$ cat src/rtl/avr_sample_spi_master_pkg.sv
// Shared frame constants, FSM encoding and frame packing
// for the sample-link SPI master.
package avr_sample_spi_master_pkg;

  localparam int FRAME_BITS = 16;
  localparam int SAMPLE_W   = 10;
  localparam int CHAN_W     = 4;

  typedef enum logic [1:0] {
    ST_IDLE,
    ST_SETUP,
    ST_SHIFT,
    ST_GAP
  } state_e;

  // byte0 = sample[7:0], byte1 = {chan, 2'b00, sample[9:8]}
  function automatic logic [FRAME_BITS-1:0] pack_frame(
    input logic [SAMPLE_W-1:0] s,
    input logic [CHAN_W-1:0]   c
  );
    return {s[7:0], c, 2'b00, s[9:8]};
  endfunction

endpackage

$ cat src/rtl/avr_sample_spi_master_sck_gen.sv
// SCK generator: half-period counter with rise/fall strobes.
// Strobes fire on the last cycle of a half-period.
module spi_sck_gen #(
  parameter int CLK_DIV = 4
) (
  input  logic clk,
  input  logic rst,
  input  logic en_i,
  output logic sck_o,
  output logic rise_o,
  output logic fall_o
);

  localparam int CW = $clog2(CLK_DIV);

  logic [CW-1:0] cnt_q, cnt_d;
  logic          lvl_q, lvl_d;
  logic          wrap;

  assign wrap   = en_i && (cnt_q == CW'(CLK_DIV - 1));
  assign rise_o = wrap && !lvl_q;
  assign fall_o = wrap && lvl_q;
  assign sck_o  = lvl_q;

  always_comb begin
    cnt_d = cnt_q;
    lvl_d = lvl_q;
    if (!en_i) begin
      cnt_d = '0;
      lvl_d = 1'b0;
    end else if (wrap) begin
      cnt_d = '0;
      lvl_d = !lvl_q;
    end else begin
      cnt_d = cnt_q + CW'(1);
    end
  end

  always_ff @(posedge clk) begin
    if (rst) begin
      cnt_q <= '0;
      lvl_q <= 1'b0;
    end else begin
      cnt_q <= cnt_d;
      lvl_q <= lvl_d;
    end
  end

endmodule

$ cat src/rtl/avr_sample_spi_master.sv
// Mode-0 SPI master sending {sample, channel} as two bytes
// under one SS assertion and capturing the returned bytes.
module avr_sample_spi_master
  import avr_sample_spi_master_pkg::*;
#(
  parameter int CLK_DIV = 4,
  parameter int GAP     = 2
) (
  input  logic                clk,
  input  logic                rst,
  input  logic                new_sample,
  input  logic [SAMPLE_W-1:0] sample,
  input  logic [CHAN_W-1:0]   sample_channel,
  output logic                busy,
  output logic                done,
  output logic [15:0]         miso_data,
  output logic                spi_sck,
  output logic                spi_mosi,
  output logic                spi_ss,
  input  logic                spi_miso
);

  localparam int WMAX = (CLK_DIV > GAP) ? CLK_DIV : GAP;
  localparam int WW   = $clog2(WMAX);

  state_e                  state_q, state_d;
  logic [WW-1:0]           wcnt_q, wcnt_d;
  logic [3:0]              bit_q, bit_d;
  logic [FRAME_BITS-1:0]   tx_q, tx_d;
  logic [FRAME_BITS-1:0]   rx_q, rx_d;
  logic [15:0]             md_q, md_d;
  logic                    done_q, done_d;
  logic                    rise, fall, sck;
  logic                    ss_act;

  spi_sck_gen #(.CLK_DIV(CLK_DIV)) u_sck (
    .clk    (clk),
    .rst    (rst),
    .en_i   (state_q == ST_SHIFT),
    .sck_o  (sck),
    .rise_o (rise),
    .fall_o (fall)
  );

  assign ss_act    = (state_q == ST_SETUP) ||
                     (state_q == ST_SHIFT);
  assign busy      = (state_q != ST_IDLE);
  assign done      = done_q;
  assign miso_data = md_q;
  assign spi_ss    = !ss_act;
  assign spi_sck   = sck;
  assign spi_mosi  = ss_act ? tx_q[FRAME_BITS-1] : 1'b0;

  always_comb begin
    state_d = state_q;
    wcnt_d  = wcnt_q;
    bit_d   = bit_q;
    tx_d    = tx_q;
    rx_d    = rx_q;
    md_d    = md_q;
    done_d  = 1'b0;
    unique case (state_q)
      ST_IDLE: begin
        if (new_sample) begin
          state_d = ST_SETUP;
          tx_d    = pack_frame(sample, sample_channel);
          wcnt_d  = '0;
          bit_d   = '0;
        end
      end
      ST_SETUP: begin
        if (wcnt_q == WW'(CLK_DIV - 1)) begin
          state_d = ST_SHIFT;
          wcnt_d  = '0;
        end else begin
          wcnt_d = wcnt_q + WW'(1);
        end
      end
      ST_SHIFT: begin
        if (rise) rx_d = {rx_q[FRAME_BITS-2:0], spi_miso};
        if (fall) begin
          tx_d  = {tx_q[FRAME_BITS-2:0], 1'b0};
          bit_d = bit_q + 4'd1;
          // last fall: rx already holds all 16 bits
          if (bit_q == 4'd15) begin
            state_d = ST_GAP;
            done_d  = 1'b1;
            md_d    = rx_q;
            wcnt_d  = '0;
          end
        end
      end
      ST_GAP: begin
        if (wcnt_q == WW'(GAP - 1)) begin
          state_d = ST_IDLE;
        end else begin
          wcnt_d = wcnt_q + WW'(1);
        end
      end
      default: state_d = ST_IDLE;
    endcase
  end

  always_ff @(posedge clk) begin
    if (rst) begin
      state_q <= ST_IDLE;
      wcnt_q  <= '0;
      bit_q   <= '0;
      tx_q    <= '0;
      rx_q    <= '0;
      md_q    <= '0;
      done_q  <= 1'b0;
    end else begin
      state_q <= state_d;
      wcnt_q  <= wcnt_d;
      bit_q   <= bit_d;
      tx_q    <= tx_d;
      rx_q    <= rx_d;
      md_q    <= md_d;
      done_q  <= done_d;
    end
  end

endmodule

$ cat config.mk
export PLATFORM = sky130hd
export DESIGN_NAME = avr_sample_spi_master
export DESIGN_NICKNAME = d
export VERILOG_FILES = /design/src/rtl/avr_sample_spi_master_pkg.sv /design/src/rtl/avr_sample_spi_master_sck_gen.sv /design/src/rtl/avr_sample_spi_master.sv
export SDC_FILE = /design/constraint.sdc
export NUM_CORES = 1
export LEC_CHECK = 0
export CAP_MARGIN = 20
export CORE_MARGIN = 2
export CORE_UTILIZATION = 48
export DETAILED_ROUTE_END_ITERATION = 12
export PLACE_DENSITY = 0.75
export SETUP_SLACK_MARGIN = 0.02
export SLEW_MARGIN = 15
export SYNTH_ARGS = -nofsm -noshare
export SYNTH_HDL_FRONTEND = slang
export SYNTH_HIERARCHICAL = 1
export SYNTH_SLANG_ARGS = --single-unit
export TNS_END_PERCENT = 30
$ cat constraint.sdc
create_clock -name clk -period 1.79 [get_ports clk]
set_clock_uncertainty 0.05 [all_clocks]
set_input_delay 0.537 -clock clk [delete_from_list [all_inputs] [get_ports clk]]
set_output_delay 0.537 -clock clk [all_outputs]
set_load 0.01 [all_outputs]
==> impl_metrics.py <==
metrics = {
    "timing": {
        "fin_crit_ns": 1.89,
        "period_share_pct": 105,
        "setup_viol": 18,
        "worstMarginPinSlew_ns": 0.352,
        "maxSlewViolCount": 0,
        "fmax_mhz": 530,
        "relative_max_transition_margin_pct": 76.5,
        "hold_viol": 0,
        "final.setup.tns_ns": -0.832,
        "setup_ws_ns": -0.0954,
        "grt_setup_unrepaired": "true",
    },
    "logic_synthesis": {
        "async_flop_share_pct": 0,
        "synth_fp_nets": 319,
        "synth_edf_count": 0,
        "synth_top_cell_area_share_pct": 46.4,
        "synth.top_cells.by_count": "sky130_fd_sc_hd__nand2_1 (68), sky130_fd_sc_hd__dfxtp_1 (60), sky130_fd_sc_hd__a21oi_1 (38)",
        "syn_area_mm2": 0.00259,
        "postSynthCellCount": 291,
        "ys_types": 34,
        "synthMostInstantiatedCell": "sky130_fd_sc_hd__nand2_1",
        "synth-seq-area-share_pct": 46.4,
        "total_number_of_yosys_warnings": 6,
        "synth_seq_cells": 60,
        "synth_area_per_cell_um2": 8.89,
        "ys.flop_type": "sky130_fd_sc_hd__dfxtp_1",
        "yosys-top-cells-area": "sky130_fd_sc_hd__dfxtp_1 (46%), sky130_fd_sc_hd__nand2_1 (9.9%), sky130_fd_sc_hd__a21oi_1 (7.4%)",
        "netlist.top_cell.by_area": "sky130_fd_sc_hd__dfxtp_1",
    },
    "power": {
        "power_frac_seq_pct": 25.2,
        "total_power_mw": 6.41,
        "comb_power_share_pct": 50.4,
        "power_report.internal_total_mw": 4.32,
        "power_density_mw_per_mm2": 1680,
        "power.share.switching_pct": 32.6,
        "irDropWorstVdd_v": 0.000848,
        "leak_pwr_nw": 1.50,
        "switchingPower_mw": 2.09,
        "fraction_of_power_consumed_by_the_clock_network_pct": 24.4,
    },
    "setup_path": {
        "crit_path_end_kind": "flip-flop",
        "timing.setup.critical_path_class": "reg2reg",
        "startpoint_type": "flip-flop",
        "required_time_reported_for_the_critical_path_endpoint_ns": 2.01,
        "crit_fanout": 6,
        "reg_to_reg_setup_timing_slack_ns": -0.1,
        "worst_ep_arrival_time_ns": 2.10,
    },
    "run_status": {
        "run_status": "finished with violations",
        "violations": "setup timing",
    },
    "routing": {
        "firstDrtPassIters": 4,
        "totalWireLength_um": 6830,
        "detail_route.wl_per_cell_um": 15.6,
        "routed-via-count": 2299,
        "drc_errors": 0,
        "first_iter_violations": 107,
        "antenna_violating_nets_post_route": 0,
        "viasPerCell": 5.25,
    },
    "global_route": {
        "gr_usage_total_pct": 22.3,
        "grt_first_pass_wirelength_um": 10600,
        "met3_usage_pct": 6.40,
        "maximum_number_of_pins_on_one_net_before_global_route_repair": 41,
        "vias_in_the_first_global_route": 2283,
        "globalRoute.totalOverflow": 0,
        "met2_usage_pct": 37.1,
        "initial_antenna_violation_count": 0,
        "grt_use_met1_pct": 27.6,
        "grt-busiest-layer": "met2",
    },
    "clock_network": {
        "cts_made_buffers": 9,
        "ctsHoldBuffers": 0,
        "cts.sink_count": 60,
        "clock_insertion_delay_worst_skew_ns": 0.34,
        "clockBufferDepth": 2,
        "cts-root-buf": "sky130_fd_sc_hd__clkbuf_8",
        "cts.reportedPaths.clkPinSlew_ns": 0.07,
        "tritoncts": "yes",
        "cts.htree.levels": 3,
    },
    "floorplan": {
        "die_area_mm2": 0.00599,
        "initial_core_util_pct": 50.3,
        "core_area_mm2": 0.00514,
        "row_count": 26,
        "die_x_um": 77.4,
        "die-height_um": 77.4,
        "io_pins": 39,
    },
    "final_layout": {
        "postLayoutCoreUtil_pct": 74.1,
        "area.growth.synth_to_final_pct": 47.2,
        "layout.filler_cells": 348,
        "num_antenna_cells": 0,
        "drive_gt1_share_pct": 28.8,
        "fin_nets": 391,
    },
    "min_path": {
        "hold_class": "reg2reg",
    },
    "place": {
        "rd_place_congestion": 0.783,
        "buffer_ports.inserted": 38,
        "detailedPlace.worstSlack_ns": -0.224,
        "detailed_place_hpwl_um": 3540,
    },
    "flow_run": {
        "timing.max_cap.violations": 0,
    },
}
-- critical path, cell delays in order, from the launching register on --
cell and delay (ns):
sky130_fd_sc_hd__dfxtp_2 0.34, sky130_fd_sc_hd__inv_2 0.05, sky130_fd_sc_hd__buf_6 0.12, sky130_fd_sc_hd__ha_4 0.15, sky130_fd_sc_hd__buf_6 0.12, sky130_fd_sc_hd__nor2b_4 0.13, sky130_fd_sc_hd__nor3_4 0.29, sky130_fd_sc_hd__buf_6 0.18
sky130_fd_sc_hd__buf_16 0.13, sky130_fd_sc_hd__nand3_2 0.09, sky130_fd_sc_hd__a21oi_1 0.16
-- per-stage QoR --
step / std cells / hold slack [ns] / area (um2)
after detailed placement: 402 / 0.396 / 3150
after global routing: 438 / 0.421 / 3810
after floorplan: 291 / 0.354 / 2590
after global placement: 402 / 0.366 / 3150
after CTS: 434 / 0.404 / 3660
final: 438 / 0.401 / 3810
-- flip-flops by register name, indices dropped and copies added, names as in the netlist --
register and cells:
u_sck/sck_o 1, state_q 2, rx_q 16, bit_q 4, u_sck/cnt_q 2, wcnt_q 2
done 1, miso_data 16, tx_q 16
-- kinds of logic after synthesis --
kind of cell	after synthesis	synth area share, %
AND/OR/NAND/NOR	117	20.4
buffers and inverters	24	4.40
XOR/XNOR	4	1.35
AO/OA/AOI/OAI	62	17.2
multiplexers	14	5.42
flip-flops	60	46.4
adder cells (fa/ha/maj)	10	4.84
-- repair_timing --
item	CTS	global route
resized for setup	54	27
endpoints found under the setup margin	43	45
pin swaps	2	17
cloned	4	0
setup buffers	12	5
-- final cells by class --
cell class	instances	area [um2]	area share (%)
clock buffers	11	151	3.98
clock inverters	5	106	2.79
inverters	7	26.3	0.690
multi-input cells	207	1420	37.4
flip-flops and latches	60	1200	31.6
well taps	70	87.6	2.30
repair buffers	78	807	21.2
-- metal layers --
metal,up-vias,routed length (um)
li1,1127,-
met1,1090,2920
met2,66,3440
met3,16,265
met4,0,211
met5,-,0
-- path summary, 6_finish.rpt --
kind                                    start             to  cells past startpoint
worst max-delay path               state_q[0]        tx_q[3]                     10
worst min-delay path            miso_data[14]  miso_data[14]                      2
worst min register to register  miso_data[14]  miso_data[14]                      2
worst max register to register     state_q[0]        tx_q[3]                     10
-- cells in the final DEF, fill, tap and decap left out, types with 2 or more instances in the layout --
| master | instances |
|---|---|
| sky130_fd_sc_hd__and2_4 | 3 |
| sky130_fd_sc_hd__nand2b_1 | 3 |
| sky130_fd_sc_hd__clkbuf_8 | 11 |
| sky130_fd_sc_hd__o21ai_0 | 2 |
| sky130_fd_sc_hd__nand2_1 | 68 |
| sky130_fd_sc_hd__buf_6 | 11 |
| sky130_fd_sc_hd__buf_12 | 5 |
| sky130_fd_sc_hd__nand2b_4 | 2 |
| sky130_fd_sc_hd__inv_1 | 4 |
| sky130_fd_sc_hd__nor2b_4 | 3 |
| sky130_fd_sc_hd__xnor2_1 | 3 |
| sky130_fd_sc_hd__nand3_1 | 4 |
| sky130_fd_sc_hd__mux2i_1 | 14 |
| sky130_fd_sc_hd__and3_1 | 2 |
| sky130_fd_sc_hd__nand3_2 | 3 |
| sky130_fd_sc_hd__ha_4 | 3 |
| sky130_fd_sc_hd__nor2_1 | 19 |
| sky130_fd_sc_hd__clkdlybuf4s50_1 | 16 |
| sky130_fd_sc_hd__bufinv_16 | 3 |
| sky130_fd_sc_hd__a211oi_1 | 2 |
| sky130_fd_sc_hd__buf_2 | 2 |
| sky130_fd_sc_hd__ha_1 | 7 |
| sky130_fd_sc_hd__a21oi_1 | 35 |
| sky130_fd_sc_hd__buf_4 | 23 |
| sky130_fd_sc_hd__dlygate4sd2_1 | 18 |
| sky130_fd_sc_hd__a211oi_2 | 12 |
| sky130_fd_sc_hd__a21oi_2 | 3 |
| sky130_fd_sc_hd__dfxtp_1 | 58 |
| sky130_fd_sc_hd__buf_16 | 3 |
| sky130_fd_sc_hd__nor2_2 | 3 |
| sky130_fd_sc_hd__dfxtp_2 | 2 |
| sky130_fd_sc_hd__inv_2 | 3 |
-- power groups by stage --
stage	Sequential (mW)	Combinational (mW)	Clock, mW
floorplan	1.61	1.30	0
global placement	1.62	1.76	0
detailed placement	1.62	1.83	0
CTS	1.60	2.87	1.58
global route	1.63	3.41	1.64
finish	1.61	3.23	1.57
Power figures use the tool's default switching activity.
